[src/rtl/stack_pkg.sv]
// Shared types for the operand stack: per-cycle op encoding and the default width.
package stack_pkg;

    localparam int DATA_W_DEF = 8;

    // Encoded as {push, pop} so the strobes cast directly onto the op.
    typedef enum logic [1:0] {
        OP_IDLE    = 2'b00,
        OP_PUSH    = 2'b10,
        OP_POP     = 2'b01,
        OP_REPLACE = 2'b11
    } stack_op_e;

endpackage

[src/rtl/operand_stack_mem.sv]
// Entries below the top of stack: one write port, one async read port, no reset.
module operand_stack_mem #(
    parameter int DATA_W = 8,
    parameter int ENTRIES = 15,
    parameter int AW = 4
) (
    input  logic              clk,
    input  logic              we,
    input  logic [AW-1:0]     waddr,
    input  logic [DATA_W-1:0] wdata,
    input  logic [AW-1:0]     raddr,
    output logic [DATA_W-1:0] rdata
);

    logic [DATA_W-1:0] mem [0:ENTRIES-1];

    always_ff @(posedge clk) begin
        if (we) begin
            mem[waddr] <= wdata;
        end
    end

    assign rdata = mem[raddr];

endmodule

[src/rtl/operand_stack.sv]
// Operand stack with a registered TOS, occupancy counter and sticky error flags.
module operand_stack
    import stack_pkg::*;
#(
    parameter int DATA_W = DATA_W_DEF,
    parameter int DEPTH = 16,
    localparam int CNT_W = $clog2(DEPTH) + 1
) (
    input  logic              clk,
    input  logic              reset,
    input  logic              push,
    input  logic              pop,
    input  logic [DATA_W-1:0] push_data,
    input  logic              err_clr,
    output logic [DATA_W-1:0] tos,
    output logic              tos_zero,
    output logic [CNT_W-1:0]  count,
    output logic              empty,
    output logic              full,
    output logic              overflow,
    output logic              underflow
);

    localparam int AW = $clog2(DEPTH);

    stack_op_e         op;
    logic [DATA_W-1:0] tos_n;
    logic [CNT_W-1:0]  count_n;
    logic [CNT_W-1:0]  wr_idx;
    logic [CNT_W-1:0]  rd_idx;
    logic [DATA_W-1:0] rd_data;
    logic              we;
    logic              ovf_set;
    logic              unf_set;

    assign op     = stack_op_e'({push, pop});
    assign empty  = (count == '0);
    assign full   = (count == CNT_W'(DEPTH));
    assign tos_zero = (tos == '0) && !empty;

    // Indices wrap when count is small, but are only consumed under guards.
    assign wr_idx = count - CNT_W'(1);
    assign rd_idx = count - CNT_W'(2);

    operand_stack_mem #(
        .DATA_W  (DATA_W),
        .ENTRIES (DEPTH - 1),
        .AW      (AW)
    ) u_mem (
        .clk   (clk),
        .we    (we),
        .waddr (wr_idx[AW-1:0]),
        .wdata (tos),
        .raddr (rd_idx[AW-1:0]),
        .rdata (rd_data)
    );

    always_comb begin
        tos_n   = tos;
        count_n = count;
        we      = 1'b0;
        ovf_set = 1'b0;
        unf_set = 1'b0;
        unique case (op)
            OP_IDLE: begin
            end
            OP_PUSH: begin
                if (full) begin
                    ovf_set = 1'b1;
                end else begin
                    we      = !empty;
                    tos_n   = push_data;
                    count_n = count + CNT_W'(1);
                end
            end
            OP_POP: begin
                if (empty) begin
                    unf_set = 1'b1;
                end else if (count == CNT_W'(1)) begin
                    tos_n   = '0;
                    count_n = '0;
                end else begin
                    tos_n   = rd_data;
                    count_n = count - CNT_W'(1);
                end
            end
            OP_REPLACE: begin
                tos_n = push_data;
                if (empty) begin
                    unf_set = 1'b1;
                    count_n = CNT_W'(1);
                end
            end
        endcase
    end

    always_ff @(posedge clk or posedge reset) begin
        if (reset) begin
            tos   <= '0;
            count <= '0;
        end else begin
            tos   <= tos_n;
            count <= count_n;
        end
    end

    // A fresh error in the clearing cycle keeps the flag set.
    always_ff @(posedge clk or posedge reset) begin
        if (reset) begin
            overflow  <= 1'b0;
            underflow <= 1'b0;
        end else begin
            overflow  <= ovf_set || (overflow && !err_clr);
            underflow <= unf_set || (underflow && !err_clr);
        end
    end

endmodule
[config.mk]
export PLATFORM = sky130hd
export DESIGN_NAME = operand_stack
export DESIGN_NICKNAME = d
export VERILOG_FILES = /design/src/rtl/stack_pkg.sv /design/src/rtl/operand_stack_mem.sv /design/src/rtl/operand_stack.sv
export SDC_FILE = /design/constraint.sdc
export NUM_CORES = 1
export LEC_CHECK = 0
export ABC_AREA = 1
export CORE_MARGIN = 3
export CORE_UTILIZATION = 52
export DETAILED_ROUTE_END_ITERATION = 8
export GPL_TIMING_DRIVEN = 0
export PLACE_DENSITY_LB_ADDON = 0.3
export SLEW_MARGIN = 40
export SYNTH_ARGS = -nofsm -noshare
export SYNTH_HDL_FRONTEND = slang
export SYNTH_SLANG_ARGS = --single-unit
export TNS_END_PERCENT = 50
[constraint.sdc]
create_clock -name clk -period 3.15 [get_ports clk]
set_input_delay 0.63 -clock clk [delete_from_list [all_inputs] [get_ports clk]]
set_output_delay 0.63 -clock clk [all_outputs]
set_load 0.005 [all_outputs]
==> flow_summary.json <==
{
  "slowest_delay_ns": 0.44,
  "status": "finished, final reports clean",
  "hold_viol": 0,
  "wl_per_cell_um": 18.2,
  "syn_inst": 612,
  "holdPathStages": 2,
  "grt_setup_unrepaired": "no",
  "path_max_fanout": 12,
  "arrival_ns": 2.44,
  "dieWidth_um": 115,
  "first_iter_violations": 377,
  "maxCapViolations": 0,
  "multi_input_area_um2": 1770,
  "clk_latency_ns": 0.42,
  "critPathRequiredTime_ns": 2.52,
  "clk_pin_slew_ns": 0.06,
  "die-area_um2": 13200,
  "cp_cell_sequence": "buf_4 -> inv_6 -> buf_8 -> ha_2 -> nand2_4 -> inv_2 -> nand2_4 -> and3_1 -> clkdlybuf4s50_1",
  "maxSlewHeadroom_pct": 45.1,
  "cpMostUsedCell": "nand2_4",
  "num_vias": 4489,
  "layout_common_cells": "nand2_1, edfxtp_1, nand3_1",
  "drive_above_1_share_pct": 10.3,
  "grt_pass1_wl_um": 23100,
  "portBuffers": 30,
  "grt-ovfl-total": 0,
  "grt_antenna_before_repair": 0,
  "seqCellArea_um2": 3980,
  "die_y_um": 115,
  "critPathTopFamily": "buffers and inverters",
  "min_period_ns": 3.07,
  "syn2layout_area_growth_pct": 17.4,
  "placed_cell_area_um2": 6640,
  "grt_max_degree": 19,
  "start_util_pct": 53.5,
  "final_common_cell": "nand2_1",
  "viasPerCell": 5.51,
  "critPathKind": "flop to primary output",
  "grt.total_usage_pct": 24.0,
  "finClkSkew_ns": 0.00945,
  "dp_hpwl_um": 9960,
  "final_cell_area_um2": 7220,
  "ant_nets": 0,
  "cts_hold_buffers": 0,
  "core_region_area_um2": 11500,
  "cts_tree": "yes",
  "route.detailed.drc": 0,
  "worst_r2r_path_depth": 9,
  "yosysUniqueCellTypes": 28,
  "cts_setup_buffers": 0,
  "synth_area_um2": 6160,
  "worstSetupStartpointType": "flop",
  "yosysSeqAreaShare_pct": 64.6,
  "hp-class": "flop to flop",
  "totalWireLength_um": 14900,
  "crit_cells": 9,
  "worst_path_max_delay_cell": "dfrtp_2",
  "fin_setup_tns_ns": 0,
  "ys_seq_elements": 135,
  "r2r_setup_slack_ns": 0.34,
  "place.gp.congestion": 0.993,
  "root_buffer": "clkbuf_16",
  "critPathCaptureType": "primary output",
  "finalSetupViolCount": 0,
  "fin_nets": 682,
  "std_cell_rows": 39,
  "critPathBufInv": 5,
  "ioPinCount": 31,
  "vdd_drop_max_v": 0.000618,
  "clock-sinks": 135,
  "first_global_vias": 4329,
  "clk_path_buf_depth": 2,
  "n_antenna_cell": 0,
  "synth.avg_cell_area_um2": 10.1,
  "yosysWarnings": 0,
  "numCtsBuffers": 17,
  "fillerInstances": 900,
  "drv_slew": 0,
  "powerDensity_nw_per_um2": 1010,
  "htree_levels": 4,
  "fin_crit_sh_pct": 97.4,
  "synth_fp_nets": 634,
  "worst_pin_slew_ns": 0.824,
  "drt_pass1_iterations": 5,
  "fmax_mhz": 326,
  "leakage_uw": 0.00298
}
-- path summary, 6_finish.rpt --
kind                          start          endpoint
max in group asynchronous     reset          count[0]
min in group asynchronous     reset          overflow
min                        overflow          overflow
min reg2reg                overflow          overflow
max                        count[0]          tos_zero
max reg2reg                count[0]  u_mem.mem[14][6]
-- cells by family after synthesis --
kind of cell | after synthesis | share of synthesized area (%)
compound gates | 34 | 3.41
xor+xnor | 4 | 0.569
fa+ha+maj | 9 | 1.83
buf+inv | 98 | 6.65
flops | 135 | 64.6
simple gates | 332 | 22.9
-- worst register-to-register path, cell delays in order (launching register included) --
cell	delay [ns]
dfrtp_2	0.41
buf_4	0.22
inv_6	0.08
buf_8	0.16
ha_2	0.21
nand2_4	0.09
inv_2	0.05
nor2_1	0.28
nand2_1	0.23
nor2_1	0.68
-- cells in the mapped netlist --
cell type    n  share of area, %
nand2_1    187                11
edfxtp_1   120                59
nand3_1     79               6.4
inv_1       66               4.0
nor2_1      50               3.0
a21oi_1     18               1.5
dfrtp_1     15               6.1
buf_2       12              0.98
ha_1         9               1.8
inv_2        8              0.49
nand2_2      7              0.71
o21ai_2      6              0.85
nand2_4      5              0.91
o21ai_0      5              0.41
clkbuf_1     4              0.24
buf_1        3              0.18
o22ai_1      3              0.30
buf_4        2              0.24
nor4_1       2              0.20
xnor2_1      2              0.28
xor2_1       2              0.28
and3_1       1              0.10
buf_6        1              0.18
buf_8        1              0.24
clkinv_1     1             0.061
nor2_2       1              0.10
o21a_4       1              0.24
o32ai_1      1              0.14
-- power by group --
group	switching (µW)	internal, µW	leakage (µW)
combinational	1720	909	0.00145
sequential	409	2350	0.00126
clock	700	1230	0.000270
-- through the flow --
step | setup slack [ns] | std cells | utilization (%) | hold slack (ns) | total power (µW)
finish | 0.0827 | 815 | 62.7 | 0.544 | 7310
global route | 0.0114 | 815 | 62.7 | 0.570 | 7690
CTS | 0.0134 | 815 | 62.7 | 0.549 | 7260
detailed placement | 0.102 | 785 | 57.6 | 0.536 | 5310
global placement | 0.165 | 785 | 57.6 | 0.507 | 5230
floorplan | 0.850 | 612 | - | 0.508 | 4300
-- sequential cells by signal, summed over array words and instances, names as in the netlist --
signal,count
overflow,1
u_mem.mem,120
underflow,1
count,5
tos,8
-- layer usage --
layer | track usage (%) | wire length, µm
met1 | 31.3 | 6060
met2 | 36.9 | 6990
met3 | 6.37 | 1270
met4 | 13.0 | 540
met5 | 0 | 0
-- timing repair --
action,in CTS,in global routing
cloned,0,0
endpoints found under the setup margin,3,2
resized for setup,6,3
-- cell type report --
type	instances	share of cell area, %
Timing Repair Buffer	30	4.16
Sequential cell	135	55.1
Inverter	75	4.00
Tap cell	143	2.48
Clock inverter	10	1.80
Multi-Input combinational cell	379	24.5
Clock buffer	21	6.10
Buffer	22	1.87
Power figures use the tool's default switching activity.
